## src/rtl/e203_exu_dsp_simd_adder.sv

```systemverilog
// Two-stage SIMD add/subtract unit with 8/16/32-bit lanes, per-lane overflow
// detection and an optional saturating result stage.
// Optional feature macro: E203_DSP_SAT_EN builds the saturation logic; without
// it i_sat is ignored and lane results always wrap.
module e203_exu_dsp_simd_adder #(
  parameter int DW     = 32,
  parameter int ITAG_W = 2
) (
  input  logic              clk,
  input  logic              rst_n,
  input  logic              i_valid,
  output logic              i_ready,
  input  logic [DW-1:0]     i_op1,
  input  logic [DW-1:0]     i_op2,
  input  logic              i_sub,
  input  logic [1:0]        i_mode,
  input  logic              i_sgn,
  input  logic              i_sat,
  input  logic [ITAG_W-1:0] i_itag,
  output logic              o_valid,
  input  logic              o_ready,
  output logic [DW-1:0]     o_res,
  output logic [ITAG_W-1:0] o_itag,
  output logic              o_ov,
  output logic              ov_sticky,
  input  logic              ov_clr,
  input  logic              flush
);

  localparam int NB = DW / 8;

  // ---------------- handshake ----------------
  logic s1_vld_q, s1_vld_d;
  logic s2_vld_q, s2_vld_d;
  logic s2_adv, acc, s1_mv;

  assign s2_adv  = ~s2_vld_q | o_ready;
  assign i_ready = ~s1_vld_q | s2_adv;
  assign acc     = i_valid & i_ready;
  assign s1_mv   = s1_vld_q & s2_adv;

  // ---------------- stage 1: byte-sliced adder ----------------
  // Every lane is built from byte slices; the carry chain is cut at each
  // lane start, where the carry-in is i_sub (two's complement subtract).
  logic m8, m16, m32;
  assign m8  = (i_mode == 2'b00);
  assign m16 = (i_mode == 2'b01);
  assign m32 = i_mode[1];

  logic [NB-1:0][7:0] a, bx, s;
  logic [NB-1:0]      cin, cy, top, ov;

  assign a  = i_op1;
  assign bx = i_sub ? ~i_op2 : i_op2;

  for (genvar b = 0; b < NB; b++) begin : g_s1
    localparam logic ODD = ((b % 2) == 1);
    localparam logic Q0  = ((b % 4) == 0);
    localparam logic Q3  = ((b % 4) == 3);
    if (b == 0) begin : g_lsb
      assign cin[b] = i_sub;
    end else begin : g_mid
      assign cin[b] = (m8 | (m16 & ~ODD) | (m32 & Q0)) ? i_sub : cy[b-1];
    end
    assign top[b] = m8 | (m16 & ODD) | (m32 & Q3);
    assign {cy[b], s[b]} = {1'b0, a[b]} + {1'b0, bx[b]} + {8'd0, cin[b]};
    // Only the lane's top byte carries a meaningful overflow bit.
    assign ov[b] = top[b] & (i_sgn ? ((a[b][7] == bx[b][7]) & (s[b][7] != a[b][7]))
                                   : (cy[b] ^ i_sub));
  end

  logic [NB-1:0][7:0] s1_sum_q, s1_op2x_q;
  logic [NB-1:0]      s1_ov_q;
  logic [ITAG_W-1:0]  s1_itag_q;

  // Stage-1 valid: flush wins, then a new accept, then drain into stage 2.
  always_comb begin
    s1_vld_d = s1_vld_q;
    if (flush)      s1_vld_d = 1'b0;
    else if (acc)   s1_vld_d = 1'b1;
    else if (s1_mv) s1_vld_d = 1'b0;
  end

  // Stage-1 valid register.
  always_ff @(posedge clk or negedge rst_n) begin
    if (!rst_n) s1_vld_q <= 1'b0;
    else        s1_vld_q <= s1_vld_d;
  end

  // Stage-1 data loads on every accept.
  always_ff @(posedge clk or negedge rst_n) begin
    if (!rst_n) begin
      s1_sum_q  <= '0;
      s1_op2x_q <= '0;
      s1_ov_q   <= '0;
      s1_itag_q <= '0;
    end else if (acc) begin
      s1_sum_q  <= s;
      s1_op2x_q <= bx;
      s1_ov_q   <= ov;
      s1_itag_q <= i_itag;
    end
  end

  // ---------------- stage 2: wrap / saturate ----------------
  logic [NB-1:0][7:0] res_d;

`ifdef E203_DSP_SAT_EN
  logic [1:0] s1_mode_q;
  logic       s1_sgn_q, s1_sub_q, s1_sat_q;
  logic       q8, q16;

  // Lane configuration is only needed again when saturating.
  always_ff @(posedge clk or negedge rst_n) begin
    if (!rst_n) begin
      s1_mode_q <= 2'b00;
      s1_sgn_q  <= 1'b0;
      s1_sub_q  <= 1'b0;
      s1_sat_q  <= 1'b0;
    end else if (acc) begin
      s1_mode_q <= i_mode;
      s1_sgn_q  <= i_sgn;
      s1_sub_q  <= i_sub;
      s1_sat_q  <= i_sat;
    end
  end

  assign q8  = (s1_mode_q == 2'b00);
  assign q16 = (s1_mode_q == 2'b01);

  for (genvar b = 0; b < NB; b++) begin : g_s2
    localparam int   T16 = b | 1;
    localparam int   T32 = b | 3;
    localparam logic ODD = ((b % 2) == 1);
    localparam logic Q3  = ((b % 4) == 3);
    logic       lane_ov, neg, is_top;
    logic [7:0] satv;
    assign lane_ov = q8 ? s1_ov_q[b] : (q16 ? s1_ov_q[T16] : s1_ov_q[T32]);
    // A signed overflow implies op1 and (inverted) op2 share a sign, so the
    // registered op2 sign tells whether op1 was negative.
    assign neg     = q8 ? s1_op2x_q[b][7] : (q16 ? s1_op2x_q[T16][7] : s1_op2x_q[T32][7]);
    assign is_top  = q8 | (q16 & ODD) | (~q8 & ~q16 & Q3);
    assign satv    = s1_sgn_q ? (is_top ? {neg, {7{~neg}}} : {8{~neg}})
                              : {8{~s1_sub_q}};
    assign res_d[b] = (s1_sat_q & lane_ov) ? satv : s1_sum_q[b];
  end

  logic unused_sat;
  assign unused_sat = 1'b0;
`else
  assign res_d = s1_sum_q;

  logic unused_nosat;
  assign unused_nosat = ^{i_sat, s1_op2x_q};
`endif

  logic [DW-1:0]     res_q;
  logic [ITAG_W-1:0] itag_q;
  logic              ovf_q;

  // Stage-2 valid: flush wins, otherwise take stage 1 whenever allowed to move.
  always_comb begin
    s2_vld_d = s2_vld_q;
    if (flush)       s2_vld_d = 1'b0;
    else if (s2_adv) s2_vld_d = s1_vld_q;
  end

  // Stage-2 valid register.
  always_ff @(posedge clk or negedge rst_n) begin
    if (!rst_n) s2_vld_q <= 1'b0;
    else        s2_vld_q <= s2_vld_d;
  end

  // Result registers only change when a real op moves in, so they hold under stall.
  always_ff @(posedge clk or negedge rst_n) begin
    if (!rst_n) begin
      res_q  <= '0;
      itag_q <= '0;
      ovf_q  <= 1'b0;
    end else if (s1_mv) begin
      res_q  <= res_d;
      itag_q <= s1_itag_q;
      ovf_q  <= |s1_ov_q;
    end
  end

  assign o_valid = s2_vld_q;
  assign o_res   = res_q;
  assign o_itag  = itag_q;
  assign o_ov    = ovf_q;

  // ---------------- sticky overflow ----------------
  // A result presented in a flush cycle counts as flushed and does not set it.
  logic sticky_q, sticky_d;
  always_comb begin
    sticky_d = (s2_vld_q & o_ready & ovf_q & ~flush) | (sticky_q & ~ov_clr);
  end

  // Sticky overflow register; set has priority over clear.
  always_ff @(posedge clk or negedge rst_n) begin
    if (!rst_n) sticky_q <= 1'b0;
    else        sticky_q <= sticky_d;
  end

  assign ov_sticky = sticky_q;

endmodule
```

## config.mk

```make
export PLATFORM = sky130hd
export DESIGN_NAME = e203_exu_dsp_simd_adder
export DESIGN_NICKNAME = d
export VERILOG_FILES = /design/src/rtl/e203_exu_dsp_simd_adder.sv
export SDC_FILE = /design/constraint.sdc
export NUM_CORES = 1
export LEC_CHECK = 0
export BUFFER_PORTS_ARGS = -buffer_cell sky130_fd_sc_hd__buf_2
export CAP_MARGIN = 20
export CORE_UTILIZATION = 40
export CTS_CLUSTER_DIAMETER = 30
export DETAILED_ROUTE_END_ITERATION = 10
export PLACE_DENSITY = 0.69
export SLEW_MARGIN = 15
export SYNTH_ARGS = -nofsm -noshare
export SYNTH_HDL_FRONTEND = slang
export SYNTH_SLANG_ARGS = --single-unit
export TNS_END_PERCENT = 1
```

## constraint.sdc

```tcl
create_clock -name clk -period 2.39 [get_ports clk]
set_clock_uncertainty 0.2 [all_clocks]
set_input_delay 0.478 -clock clk [delete_from_list [all_inputs] [get_ports clk]]
set_output_delay 0.478 -clock clk [all_outputs]
set_load 0.01 [all_outputs]
```

Yosys cells after proc, flatten, opt, wreduce, memory -nomap -nowiden
Cells that the tools add are included.
{ "totals": {"ff_bits": 76, "out_inout_bits": 38, "word_cells": 74} }
{ "op_classes": {"n_addsub": 8, "eq_ne": 9, "n_mux": 13, "bitwise": 28, "n_reduce_logical": 4} }
{ "ops": {"columns": ["operator", "count"], "rows": [
  ["8-bit by 8-bit adder with 9-bit output", 4],
  ["9-bit by 1-bit adder with 9-bit output", 4],
  ["32-bit 2-to-1 mux", 1],
  ["32-bit inverter", 1],
  ["1-bit AND", 14],
  ["1-bit 2-to-1 mux", 12],
  ["1-bit bitwise OR", 5],
  ["1-bit == test", 4],
  ["1-bit != test", 4],
  ["1-bit inverter", 4],
  ["4-bit OR reduction", 1],
  ["1-bit bitwise XOR", 4],
  ["3-bit nonzero test", 1],
  ["2-bit by 1-bit == test with 1-bit output, second input constant", 1],
  ["2-bit zero test", 1],
  ["2-bit nonzero test", 1]
]} }

Longest topological paths before layout
{ "depth": {"depth_word": 14, "mapped_depth": 32} }

Least setup slack after synthesis
No wires, ideal clock.
{ "synth_timing": {"path_type": "input -> register", "from": "input i_sub", "to": "register s1_ov_q[3]", "setup_time_ns": 0.126, "arrival_ns": 7.147, "required_time_ns": 2.064, "setup_slack_ns": -5.083, "path_stages": 32, "n_path_buf": 2, "path_cell_list": "clkbuf_1 buf_2 xor2_1 inv_1 fa_1 nor2b_1 o2111ai_1 nand3_1 o41ai_1 mux2_2 fa_1 fa_1 nor2b_1 o21ai_0 o21ai_0 o41a_1 mux2i_1 fa_1 fa_1 nor2b_1 o31a_1 nor3_1 o21ai_0 o21ai_0 fa_1 fa_1 nor2b_1 o21ai_1 a21oi_1 o41ai_1 xnor2_1 a221o_1"} }
{ "synth_between": {"elab_chain_len": 13} }
{ "synth_lines": {"columns": ["element", "line_no", "source"], "rows": [
  ["from (decl)", "15", "input logic i_sub,"],
  ["32-bit 2-to-1 mux", "54", "assign bx = i_sub ? ~i_op2 : i_op2;"],
  ["8-bit by 8-bit adder with 9-bit output", "66", "assign {cy[b], s[b]} = {1'b0, a[b]} + {1'b0, bx[b]} + {8'd0, cin[b]};"],
  ["9-bit by 1-bit adder with 9-bit output", "66", null],
  ["1-bit 2-to-1 mux", "63", "assign cin[b] = (m8 | (m16 & ~ODD) | (m32 & Q0)) ? i_sub : cy[b-1];"],
  ["9-bit by 1-bit adder with 9-bit output", "66", null],
  ["1-bit 2-to-1 mux", "63", null],
  ["9-bit by 1-bit adder with 9-bit output", "66", null],
  ["1-bit 2-to-1 mux", "63", null],
  ["9-bit by 1-bit adder with 9-bit output", "66", null],
  ["1-bit != test", "68", "assign ov[b] = top[b] & (i_sgn ? ((a[b][7] == bx[b][7]) & (s[b][7] != a[b][7]))"],
  ["1-bit AND", "68", null],
  ["1-bit 2-to-1 mux (*)", "68", null],
  ["1-bit AND (*)", "68", null],
  ["to (signal assigned)", "100", "s1_ov_q <= ov;"],
  ["to (decl)", "73", "logic [NB-1:0] s1_ov_q;"]
]} }
Mark *: on every way between the ends. The rest lies on a longest branch, timed or not.
A chain may end at the register's enable or synchronous reset.

Worst setup path after layout
{ "layout_timing": {"from": "input i_sub", "to": "register s1_sum_q, in the netlist res_d[12]"} }
{ "layout_between": {"elab_chain_len": 5} }
{ "layout_lines": {"columns": ["element", "line_no", "source"], "rows": [
  ["32-bit 2-to-1 mux", "54", null],
  ["8-bit by 8-bit adder with 9-bit output", "66", null],
  ["9-bit by 1-bit adder with 9-bit output", "66", null],
  ["1-bit 2-to-1 mux", "63", null],
  ["9-bit by 1-bit adder with 9-bit output (*)", "66", null],
  ["to (signal assigned)", "98", "s1_sum_q <= s;"],
  ["to (decl)", "72", "logic [NB-1:0][7:0] s1_sum_q, s1_op2x_q;"]
]} }
Marks and branches as above.

==> flow_metrics.env <==
export IMPL_cts_sinks=76
export IMPL_final_cell_mix="118 x buf_4, 111 x buf_2, 76 x dfrtp_1"
export IMPL_outcome="finished with violations"
export IMPL_power_density_mw_per_mm2=762
export IMPL_pwr_share_seq_pct=36.2
export IMPL_synth_top_area_share_pct=42.1
export IMPL_slew_violations=0
export IMPL_root_buffer="clkbuf_16"
export IMPL_clkSlewWorstSetupHoldPaths_ps=60
export IMPL_critPathMaxStageDelay_ps=380
export IMPL_regArea_mm2=0.00190
export IMPL_p_comb_share_pct=37.6
export IMPL_rsz0062_at_grt="true"
export IMPL_synth_avg_cell_area_um2=10.4
export IMPL_place_hpwl_um=8460
export IMPL_area_growth_syn_to_layout_pct=47.3
export IMPL_grt_use_total_pct=21.4
export IMPL_finalSetupViolCount=27
export IMPL_coreArea_mm2=0.0109
export IMPL_grt_ovfl_total=0
export IMPL_yosysUniqueCellTypes=44
export IMPL_holdPathEnd="s1_vld_q"
export IMPL_fin_crit_sh_pct=274
export IMPL_antenna_found_initial=0
export IMPL_power_leakage_nw=3.31
export IMPL_drive_gt1_share_pct=47.6
export IMPL_required_ps=2410
export IMPL_violations="negative setup slack"
export IMPL_post_drt_via_cell_ratio=4.97
export IMPL_io_buffers=113
export IMPL_p_sw_mw=1.57
export IMPL_fp_dieH_um=108
export IMPL_gp_congestion=0.886
export IMPL_synthTopCellsByArea="dfrtp_1 42%, mux2_2 8.7%, ha_1 7.8%"
export IMPL_slowest_stage="ha_2"
export IMPL_pwr_share_clk_pct=26.2
export IMPL_ys_warnings_count=0
export IMPL_grt_pass1_vias=4246
export IMPL_multi_input_area_mm2=0.00264
export IMPL_grt_max_degree=46
export IMPL_r2r_cells=6
export IMPL_p_int_mw=3.50
export IMPL_die_area_mm2=0.0117
export IMPL_clockBufferDepth=2
export IMPL_final_hold_violation_count=0
export IMPL_yosysTopAreaCell="dfrtp_1"
export IMPL_num_vias=4047
export IMPL_hold_start="flush"
export IMPL_switching_share_pct=31.1
export IMPL_yosys_most_used_dff="dfrtp_1"
export IMPL_hold_depth=2
export IMPL_n_antenna_cell=0
export IMPL_end_kind="flip-flop"
export IMPL_rr_endpoint="s1_ov_q[0]"
export IMPL_synth_edf_count=0
export IMPL_syn_nets=548
export IMPL_layout_commonest_cell="buf_4"
export IMPL_min_path_type="in -> reg"
export IMPL_worst_setup_path_type="in -> reg"
export IMPL_worst_ep_arrival_time_ps=6570
export IMPL_synth_area_mm2=0.00451
export IMPL_maxCapViolations=0
export IMPL_n_fill_cell=904
export IMPL_initial_core_util_pct=41.3
export IMPL_start_kind="input pin"
export IMPL_pin_count=115
export IMPL_grt_pass1_wl_um=19400
export IMPL_drtIter0Drc=170
export IMPL_die_x_um=108
export IMPL_crit_fanout=5
export IMPL_synthArstFlopShare_pct=100
export IMPL_drc_errors=0
export IMPL_seq_area_frac_synth_pct=42.1
export IMPL_synth_cells=436
export IMPL_max_slew_margin_pct=72.6
export IMPL_tns_ps=-64180
export IMPL_stdcell_count=814
export IMPL_placed_cells=754
export IMPL_routed_wirelength_um=12000
export IMPL_r2r_setup_slack_ps=460
export IMPL_r2r_start="s1_vld_q"
export IMPL_ant_nets=0
export IMPL_dr_pass1_iters=4
export IMPL_finalNetCount=782
export IMPL_fmax_ghz=0.153
export IMPL_timing_final_ws_setup_ps=-4160
export IMPL_wl_per_cell_um=14.7
export IMPL_vdd_drop_max_v=0.000443
export IMPL_h_tree_depth=3
export IMPL_cts_tree="yes"
export IMPL_clock_latency_ps=330
export IMPL_row_count=38
export IMPL_cts_made_buffers=9
export IMPL_cpMostUsedCell="buf_4"
export IMPL_max_slew_worst_pin_slew_ps=400
export IMPL_ys_ff_latch=76
export IMPL_period_needed_ps=6550
==> kinds of logic (layout without fill, tap and decap cells) <==
kind of cell,Yosys count,in the layout,share of synthesized area [%]
buffers and inverters,33,271,2.77
XOR/XNOR,59,59,11.4
adder cells (fa/ha/maj),35,35,10.9
multiplexers,37,37,9.17
AND/OR/NAND/NOR,108,108,11.2
flip-flops,76,76,42.1
AO/OA/AOI/OAI,88,88,12.4
==> critical path, delay by kind of cell <==
family,cells,cell delay [ps]
compound gates,3,230
xor+xnor,2,270
fa+ha+maj,3,1110
buf+inv,30,3720
mux,1,290
simple gates,4,460
==> cell type report <==
class	count	share of cell area, %
Multi-Input combinational cell	327	39.7
Sequential cell	76	28.6
Timing Repair Buffer	238	23.7
Clock buffer	9	3.39
Tap cell	140	2.63
Inverter	18	1.02
Clock inverter	6	0.997
==> stage by stage <==
step / power, mW / hold WS, ps / setup slack, ps / utilization [%] / cell area, µm²
floorplan: 2.76 / -17.6 / -4460 / - / 4550
global placement: 3.44 / 245 / -4540 / 53.8 / 5880
detailed placement: 3.50 / 243 / -4770 / 53.8 / 5880
CTS: 5.03 / 97.3 / -4070 / 60.1 / 6570
global route: 5.37 / 107 / -4270 / 60.8 / 6650
finish: 5.07 / 109 / -4160 / 60.8 / 6650
==> Yosys cell counts (2+ instances only) <==
| master | count |
|---|---|
| mux2i_1 | 2 |
| a221o_1 | 3 |
| inv_1 | 18 |
| or4_1 | 2 |
| o41ai_1 | 2 |
| o2111ai_1 | 2 |
| xor2_1 | 38 |
| mux2_2 | 35 |
| xnor2_1 | 21 |
| o31ai_1 | 3 |
| fa_1 | 7 |
| o21a_1 | 7 |
| a21o_1 | 4 |
| nor2_1 | 18 |
| nand2_1 | 48 |
| clkbuf_1 | 14 |
| o21ai_1 | 3 |
| a31oi_1 | 2 |
| nand3_1 | 4 |
| nor4_1 | 2 |
| nand2b_1 | 8 |
| ha_1 | 28 |
| o31a_1 | 3 |
| o21ai_0 | 43 |
| o211ai_1 | 4 |
| dfrtp_1 | 76 |
| nor3_1 | 10 |
| nand4_1 | 2 |
| a21oi_1 | 5 |
| and2_1 | 3 |
| nor2b_1 | 6 |
==> power by group through the flow <==
stage               Sequential (mW)  Clock [mW]  Combinational [mW]
floorplan                      1.93           0               0.834
global placement               1.84           0                1.60
finish                         1.84        1.33                1.91
global route                   1.88        1.40                2.09
CTS                            1.84        1.35                1.83
detailed placement             1.86           0                1.64
==> state kept, by name, indices dropped and copies added, names as in the netlist, 2 cells and up <==
register	cells
o_res	32
res_d	32
s1_ov_q	4
o_itag	2
s1_itag_q	2
==> how the worst max path moves through the flow <==
stage | from | to | cells past startpoint
3_3_place_gp | i_sub | s1_ov_q[3] | 31
6_report | i_sub | res_d[12] | 43
5_1_grt | i_sub | s1_ov_q[3] | 31
4_1_cts | i_sub | s1_ov_q[3] | 31
2_1_floorplan | i_sub | s1_ov_q[3] | 32
3_5_place_dp | i_sub | s1_ov_q[3] | 31
==> metal layers <==
metal	global-route usage, %	share of wire [%]	vias up
met3	4.70	4.2	23
li1	-	-	1989
met4	9.39	2.5	0
met2	38.6	51	100
met5	0	0	-
met1	24.1	43	1935
==> repair_timing <==
item,4_1_cts,5_1_grt
hold buffers,1,0
hold endpoints to repair,31,0
pin swaps,19,12
resized for setup,21,22
buffers inserted,41,3
endpoints found under the setup margin,29,29
Note: power is estimated with default switching activity, not from simulation.
